File: src/rtl/sram_axi_arbiter.sv
// sram_axi_arbiter: shares the single-port SRAM (AXI4-Lite slave) between the
// IFU (read-only) and the LSU (read/write). One whole transaction is granted at
// a time and held until its response handshake completes; the granted master's
// channels are routed combinationally, the other master sees ready/valid low.
// Optional feature: define SRAM_ARB_RR_EN for round-robin arbitration on
// contention (default build: fixed priority, LSU wins).
module sram_axi_arbiter #(
  parameter int unsigned ADDR_W = 32,
  parameter int unsigned DATA_W = 32
) (
  input  logic                clk,
  input  logic                rst,
  // IFU master (AR/R only; AW/W/B tied off)
  input  logic                ifu_arvalid,
  output logic                ifu_arready,
  input  logic [ADDR_W-1:0]   ifu_araddr,
  input  logic [2:0]          ifu_arprot,
  output logic                ifu_rvalid,
  input  logic                ifu_rready,
  output logic [DATA_W-1:0]   ifu_rdata,
  output logic [1:0]          ifu_rresp,
  output logic                ifu_awready,
  output logic                ifu_wready,
  output logic                ifu_bvalid,
  output logic [1:0]          ifu_bresp,
  // LSU master
  input  logic                lsu_arvalid,
  output logic                lsu_arready,
  input  logic [ADDR_W-1:0]   lsu_araddr,
  input  logic [2:0]          lsu_arprot,
  output logic                lsu_rvalid,
  input  logic                lsu_rready,
  output logic [DATA_W-1:0]   lsu_rdata,
  output logic [1:0]          lsu_rresp,
  input  logic                lsu_awvalid,
  output logic                lsu_awready,
  input  logic [ADDR_W-1:0]   lsu_awaddr,
  input  logic [2:0]          lsu_awprot,
  input  logic                lsu_wvalid,
  output logic                lsu_wready,
  input  logic [DATA_W-1:0]   lsu_wdata,
  input  logic [DATA_W/8-1:0] lsu_wstrb,
  output logic                lsu_bvalid,
  input  logic                lsu_bready,
  output logic [1:0]          lsu_bresp,
  // SRAM slave
  output logic                sram_arvalid,
  input  logic                sram_arready,
  output logic [ADDR_W-1:0]   sram_araddr,
  output logic [2:0]          sram_arprot,
  input  logic                sram_rvalid,
  output logic                sram_rready,
  input  logic [DATA_W-1:0]   sram_rdata,
  input  logic [1:0]          sram_rresp,
  output logic                sram_awvalid,
  input  logic                sram_awready,
  output logic [ADDR_W-1:0]   sram_awaddr,
  output logic [2:0]          sram_awprot,
  output logic                sram_wvalid,
  input  logic                sram_wready,
  output logic [DATA_W-1:0]   sram_wdata,
  output logic [DATA_W/8-1:0] sram_wstrb,
  input  logic                sram_bvalid,
  output logic                sram_bready,
  input  logic [1:0]          sram_bresp,
  // Current owner: 00 none, 01 IFU, 10 LSU
  output logic [1:0]          grant_o
);

  typedef enum logic [2:0] {
    S_IDLE,
    S_IFU_AR,
    S_IFU_R,
    S_LSU_AR,
    S_LSU_R,
    S_LSU_W,
    S_LSU_B
  } state_t;

  state_t state_q, state_d;
  logic   aw_done_q, aw_done_d;
  logic   w_done_q, w_done_d;
  logic   aw_now, w_now;

  logic   ifu_req, lsu_rd_req, lsu_wr_req, lsu_req;
  logic   lsu_wins;

  // IFU never writes
  assign ifu_awready = 1'b0;
  assign ifu_wready  = 1'b0;
  assign ifu_bvalid  = 1'b0;
  assign ifu_bresp   = 2'b00;

  assign ifu_req    = ifu_arvalid;
  assign lsu_rd_req = lsu_arvalid;
  // A write needs both address and data presented before it can be granted
  assign lsu_wr_req = lsu_awvalid & lsu_wvalid;
  assign lsu_req    = lsu_rd_req | lsu_wr_req;

`ifdef SRAM_ARB_RR_EN
  logic last_lsu_q;
  logic ifu_cpl, lsu_cpl;

  assign ifu_cpl = (state_q == S_IFU_R) & sram_rvalid & ifu_rready;
  assign lsu_cpl = ((state_q == S_LSU_R) & sram_rvalid & lsu_rready) |
                   ((state_q == S_LSU_B) & sram_bvalid & lsu_bready);

  // Remember who owned the last completed transaction (reset: IFU)
  always_ff @(posedge clk or posedge rst) begin
    if (rst) begin
      last_lsu_q <= 1'b0;
    end else if (ifu_cpl) begin
      last_lsu_q <= 1'b0;
    end else if (lsu_cpl) begin
      last_lsu_q <= 1'b1;
    end
  end

  assign lsu_wins = ~last_lsu_q;
`else
  assign lsu_wins = 1'b1;
`endif

  // State and write-channel progress registers
  always_ff @(posedge clk or posedge rst) begin
    if (rst) begin
      state_q   <= S_IDLE;
      aw_done_q <= 1'b0;
      w_done_q  <= 1'b0;
    end else begin
      state_q   <= state_d;
      aw_done_q <= aw_done_d;
      w_done_q  <= w_done_d;
    end
  end

  // Next-state decode and channel routing for the granted master
  always_comb begin
    state_d      = state_q;
    aw_done_d    = aw_done_q;
    w_done_d     = w_done_q;
    aw_now       = 1'b0;
    w_now        = 1'b0;
    grant_o      = 2'b00;
    ifu_arready  = 1'b0;
    ifu_rvalid   = 1'b0;
    ifu_rdata    = '0;
    ifu_rresp    = 2'b00;
    lsu_arready  = 1'b0;
    lsu_rvalid   = 1'b0;
    lsu_rdata    = '0;
    lsu_rresp    = 2'b00;
    lsu_awready  = 1'b0;
    lsu_wready   = 1'b0;
    lsu_bvalid   = 1'b0;
    lsu_bresp    = 2'b00;
    sram_arvalid = 1'b0;
    sram_araddr  = '0;
    sram_arprot  = 3'b000;
    sram_rready  = 1'b0;
    sram_awvalid = 1'b0;
    sram_awaddr  = '0;
    sram_awprot  = 3'b000;
    sram_wvalid  = 1'b0;
    sram_wdata   = '0;
    sram_wstrb   = '0;
    sram_bready  = 1'b0;

    case (state_q)
      S_IDLE: begin
        if (lsu_req && (lsu_wins || !ifu_req)) begin
          // Read beats write inside the LSU
          state_d = lsu_rd_req ? S_LSU_AR : S_LSU_W;
        end else if (ifu_req) begin
          state_d = S_IFU_AR;
        end
      end
      S_IFU_AR: begin
        grant_o      = 2'b01;
        sram_arvalid = ifu_arvalid;
        sram_araddr  = ifu_araddr;
        sram_arprot  = ifu_arprot;
        ifu_arready  = sram_arready;
        if (ifu_arvalid && sram_arready) state_d = S_IFU_R;
      end
      S_IFU_R: begin
        grant_o     = 2'b01;
        ifu_rvalid  = sram_rvalid;
        ifu_rdata   = sram_rdata;
        ifu_rresp   = sram_rresp;
        sram_rready = ifu_rready;
        if (sram_rvalid && ifu_rready) state_d = S_IDLE;
      end
      S_LSU_AR: begin
        grant_o      = 2'b10;
        sram_arvalid = lsu_arvalid;
        sram_araddr  = lsu_araddr;
        sram_arprot  = lsu_arprot;
        lsu_arready  = sram_arready;
        if (lsu_arvalid && sram_arready) state_d = S_LSU_R;
      end
      S_LSU_R: begin
        grant_o     = 2'b10;
        lsu_rvalid  = sram_rvalid;
        lsu_rdata   = sram_rdata;
        lsu_rresp   = sram_rresp;
        sram_rready = lsu_rready;
        if (sram_rvalid && lsu_rready) state_d = S_IDLE;
      end
      S_LSU_W: begin
        grant_o      = 2'b10;
        // A channel that already handshook is masked so it is not sent twice
        sram_awvalid = lsu_awvalid & ~aw_done_q;
        sram_awaddr  = lsu_awaddr;
        sram_awprot  = lsu_awprot;
        lsu_awready  = sram_awready & ~aw_done_q;
        sram_wvalid  = lsu_wvalid & ~w_done_q;
        sram_wdata   = lsu_wdata;
        sram_wstrb   = lsu_wstrb;
        lsu_wready   = sram_wready & ~w_done_q;
        aw_now       = aw_done_q | (sram_awvalid & sram_awready);
        w_now        = w_done_q | (sram_wvalid & sram_wready);
        if (aw_now && w_now) begin
          aw_done_d = 1'b0;
          w_done_d  = 1'b0;
          state_d   = S_LSU_B;
        end else begin
          aw_done_d = aw_now;
          w_done_d  = w_now;
        end
      end
      S_LSU_B: begin
        grant_o     = 2'b10;
        lsu_bvalid  = sram_bvalid;
        lsu_bresp   = sram_bresp;
        sram_bready = lsu_bready;
        if (sram_bvalid && lsu_bready) state_d = S_IDLE;
      end
      default: begin
        state_d = S_IDLE;
      end
    endcase
  end

endmodule
File: config.mk
export PLATFORM = sky130hd
export DESIGN_NAME = sram_axi_arbiter
export DESIGN_NICKNAME = d
export VERILOG_FILES = /design/src/rtl/sram_axi_arbiter.sv
export SDC_FILE = /design/constraint.sdc
export NUM_CORES = 1
export LEC_CHECK = 0
export BUFFER_PORTS_ARGS = -buffer_cell sky130_fd_sc_hd__buf_2
export CORE_AREA = 2 2 150 152
export DETAILED_ROUTE_END_ITERATION = 10
export DIE_AREA = 0 0 152 154
export PLACE_DENSITY_LB_ADDON = 0.15
export SYNTH_ARGS = -nofsm -noshare
export SYNTH_HDL_FRONTEND = slang
export SYNTH_SLANG_ARGS = --single-unit
File: constraint.sdc
create_clock -name clk -period 2 [get_ports clk]
set_input_delay 0.2 -clock clk [delete_from_list [all_inputs] [get_ports clk]]
set_output_delay 0.2 -clock clk [all_outputs]
set_load 0.02 [all_outputs]
[Yosys cells after proc, flatten, opt, wreduce, memory -nomap -nowiden]
Index checks and enable logic that the tools add are counted.
Operators by class
  equal/unequal tests: 13
  bitwise gates (word level): 12
  reductions and logical operators: 10
  muxes and demuxes: 36
Operator list (number)
  2-to-1 mux 32 bit: 4
  case mux 32 bit (2 select lines): 1
  2-to-1 mux 3 bit: 10
  case mux 3 bit (7 select lines): 1
  2-to-1 mux 1 bit: 12
  != test 2 bit, second input constant: 6
  equality test 3 bit, second input constant: 3
  AND 1 bit: 7
  AND reduction 7 bit: 1
  equality test 3 x 2 -> 1 bit, second input constant: 2
  logical AND 1 bit: 6
  2-to-1 mux 2 bit: 3
  case mux 3 bit (2 select lines): 1
  2-to-1 mux 4 bit: 1
  case mux 1 bit (2 select lines): 2
  case mux 2 bit (2 select lines): 1
  OR reduction 4 bit: 1
  equality test 3 x 1 -> 1 bit, second input constant: 1
  logical NOT 3 bit: 1
  != test 3 bit, second input constant: 1
  OR 1 bit: 3
  inverter 1 bit: 2
  OR reduction 2 bit: 1
Word-level totals
  word-level logic and storage cells: 74
  bits in registers: 5
  output and inout bits: 195
  input port bits: 191

[Depth between registers and ports, before layout]
  depth after elaboration: 7
  depth in mapped cells: 7
  mapped depth without buffers: 5

[Worst setup path before layout]
Ideal clock, no wire load.
  path kind: reg-to-reg
  start: reg state_q[1]
  end: reg state_q[0]
  period minus slack after synthesis: 1.661 ns
  path slack: 0.339 ns
  stages on the path, launching flop included: 6
  setup time: 0.128 ns
  arrival time: 1.533 ns
  buffers on the path: 1
  path through: dfrtp_1 buf_6 nor3b_4 a22o_1 nor4_4 mux2_1
Between the ends
  word-level cells in the longest chain between the ends: 3
RTL lines
  from (decl): line 80  | state_t state_q, state_d;
  from (signal assigned): line 131  | state_q <= state_d;
  equality test 3 bit (tied with other cells): line 169  | case (state_q)
  != test 2 bit (no line) / != test 3 bit (equally long branches)
  AND reduction 7 bit (no line)
Several ways; a longest one is shown, not always the timed one.
A chain may end at the register's enable or synchronous reset.

[Worst setup path in the final report]
  start: reg state_q[2]
  end: out grant_o[0]
Between the ends
  word-level cells in the longest chain between the ends: 3
RTL lines
  equality test 3 bit (tied with other cells): line 169
  OR reduction 4 bit (no line) / OR reduction 2 bit (equally long branches)
  case mux 2 bit (2 select lines) (*): line 169
  to (decl): line 67  | output logic [1:0] grant_o
Mark *: on every way between the ends. The rest lies on a longest branch, timed or not.

==> results by group <==
STA
  – Layout Skew: 0.000172 ns
  – RSZ-0062 raised after global routing: no
  – Fmax: 537 MHz
  – Crit path time final: 1.86 ns
  – Final period utilization: 93.1%
  – Final Max Slew Viols: 0
  – Final Hold Fails: 0
  – Final TNS setup: 0 ns
  – Final setup vio count: 0

Die
  – FP Rows: 54
  – Initial Utilization: 8.51%
  – Core footprint: 0.0217 mm^2
  – Die area: 0.0234 mm^2
  – Horiz. Die Dim: 152 um
  – IO Pins: 386
  – Die Ht: 154 um

Power and ir drop
  – Clock Power Share: 8.4%
  – Leakage: 2.66 nW
  – P_int: 1.77 mW
  – Psw: 2.12 mW
  – Overall Power: 3.89 mW
  – Comb pwr share: 85.8%
  – Worst vdd ir: 0.393 mV
  – Power Density: 918 mW/mm^2
  – Sw frac: 54.5%
  – Register share of total power: 5.9%

Global routing
  – Vias in the first global route: 3023
  – Initial antenna violation count: 2
  – First-pass GRT wire length: 17300 um
  – Gr usage total: 9.24%
  – Largest net degree at the start of global routing: 62
  – Grt ovf: 0

Detailed routing
  – Final WL: 11800 um
  – Routed vias/inst: 3.52
  – Residual antenna-violating net count after detailed routing: 0
  – DR vias: 3222
  – Avg WL per Cell: 12.9 um
  – Remaining DRCs: 0
  – Initial DRC count: 135
  – Detailed Routing Iterations Pass 1: 4

Finish
  – Most common cell after layout, fill and taps aside: buf_2
  – Synth-to-Final Area Change: 129%
  – Most frequent cells in the layout: buf_2, and2_1, a22o_1
  – Fin area: 0.00423 mm^2
  – Post-Layout Cell Count: 915
  – Total Nets Final: 826
  – Fraction of layout cells with a size suffix above 1: 64.2%

Worst hold path
  – Worst hold path class: in -> reg

CTS
  – CTS tree: yes
  – Clock sink total: 5
  – Clock Path Buffers: 2
  – Clock-pin slew on the worst setup and hold paths: 0.03 ns
  – H-tree levels: 1
  – Clock root buffer: clkbuf_16
  – Clk Latency, worst-skew pair: 0.22 ns
  – TritonCTS Buffers: 3
  – # Post-CTS Setup Buffers: 0

Place
  – GP Congestion: 0.778
  – Placement Cell Area: 0.00414 mm^2
  – Port bufs: 380
  – # placed instances: 909
  – HPWL Detailed: 10500 um

Yosys
  – Seq/Total Area, Yosys: 6.78%
  – Number of synthesized flops with an enable pin: 0
  – Main flop type after synthesis: dfrtp_1
  – Synth area leader: and2_1
  – Ranking of synthesized cells by area: and2_1, a22o_1, dfrtp_1
  – Post-synthesis instance total: 264
  – Ys async rst share: 100%
  – Yosys top cell area share: 49.8%
  – Synth Warn #: 0
  – Post-synthesis sequential element count: 5
  – Post-synth cell types: 30
  – Syn_area_per_cell: 6.99 um^2
  – Cell area after synthesis: 0.00185 mm^2

Worst setup path
  – Crit start category: flip-flop
  – Crit Path Category: reg -> out
  – Crit path DAT: 1.66 ns
  – Worst-path fanout max: 38
  – R2r setup slk: 0.27 ns
  – Crit path capture type: output pin
  – Critical Path RT: 1.80 ns

Flow run
  – # Max-Cap Violations: 0

Run status
  – Status: finished clean
==> repair_timing <==
action,4_1_cts,5_1_grt
endpoints found under the setup margin,0,25
endpoints found under the hold margin,5,0
hold buffers,1,0
gates resized for setup,0,2
==> critical path, stage by stage (launching register included) <==
cell and delay [ns]:
dfrtp_1 0.42, clkinv_2 0.17, nand2_1 0.13, nor2_2 0.05, buf_12 0.17, or2_2 0.30
buf_2 0.16
==> cell families (layout without fill, tap and decap cells) <==
kind of cell | after synthesis | in the layout | synth area share (%)
multiplexers | 4 | 4 | 2.37
other | 1 | 6 | 0.203
AO/OA/AOI/OAI | 51 | 51 | 22.3
buffers and inverters | 33 | 399 | 9.49
AND/OR/NAND/NOR | 169 | 169 | 58.4
flip-flops | 5 | 5 | 6.78
XOR/XNOR | 1 | 1 | 0.475
==> area by class of cell <==
| class | instances | area (um^2) |
|---|---|---|
| diodes | 1 | 2.50 |
| clock buffers | 4 | 78.8 |
| fillers | 2500 | 17500 |
| inverters | 2 | 8.76 |
| multi-input cells | 230 | 1590 |
| flip-flops and latches | 5 | 126 |
| well taps | 280 | 350 |
| repair buffers | 393 | 2080 |
==> registers in the layout, summed over array words and instances, names as in the netlist <==
| register | count |
|---|---|
| state_q | 3 |
| w_done_q | 1 |
| aw_done_q | 1 |
==> layer usage <==
metal	vias to the layer above	share of wire [%]	GRT usage (%)
li1	1612	-	-
met4	2	1.5	2.18
met3	8	9.1	2.48
met5	-	0.11	0
met1	1377	35	9.51
met2	223	54	18.4
==> power groups by stage <==
stage          combinational (mW)  sequential [mW]  clock [mW]
6_report                     3.33            0.228       0.326
5_1_grt                      3.61            0.237       0.346
4_1_cts                      3.40            0.222       0.333
2_1_floorplan                2.16            0.180           0
3_5_place_dp                 3.39            0.223           0
3_3_place_gp                 3.44            0.224           0
==> Yosys cell counts (2+ instances only) <==
cell and count:
buf_2 7, a22o_1 38, and2_1 147, nor4b_1 4, buf_6 2, clkbuf_1 15
nand2_1 6, dfrtp_1 5, a21o_1 2, a31oi_1 2, buf_4 7, a21oi_1 7
mux2_1 2, nor2_1 4
==> worst paths after layout <==
check,startpoint,cells past startpoint,to
hold / removal,sram_awready,3,aw_done_q
min in group asynchronous,rst,3,w_done_q
max in group asynchronous,rst,3,state_q[0]
setup reg to reg,state_q[1],4,state_q[0]
hold reg to reg,w_done_q,2,w_done_q
setup / recovery,state_q[2],6,grant_o[0]
==> stage by stage <==
| step | setup slack (ns) | util (%) | hold slack, ns |
|---|---|---|---|
| 2_1_floorplan | 0.339 | - | -0.0215 |
| 3_3_place_gp | 0.251 | 19.1 | 0.134 |
| 3_5_place_dp | 0.255 | 19.1 | 0.131 |
| 4_1_cts | 0.0684 | 19.5 | 0.316 |
| 5_1_grt | 0.0294 | 19.5 | 0.340 |
| 6_report | 0.138 | 19.5 | 0.321 |
No activity file was read; power rests on OpenSTA's default activity.
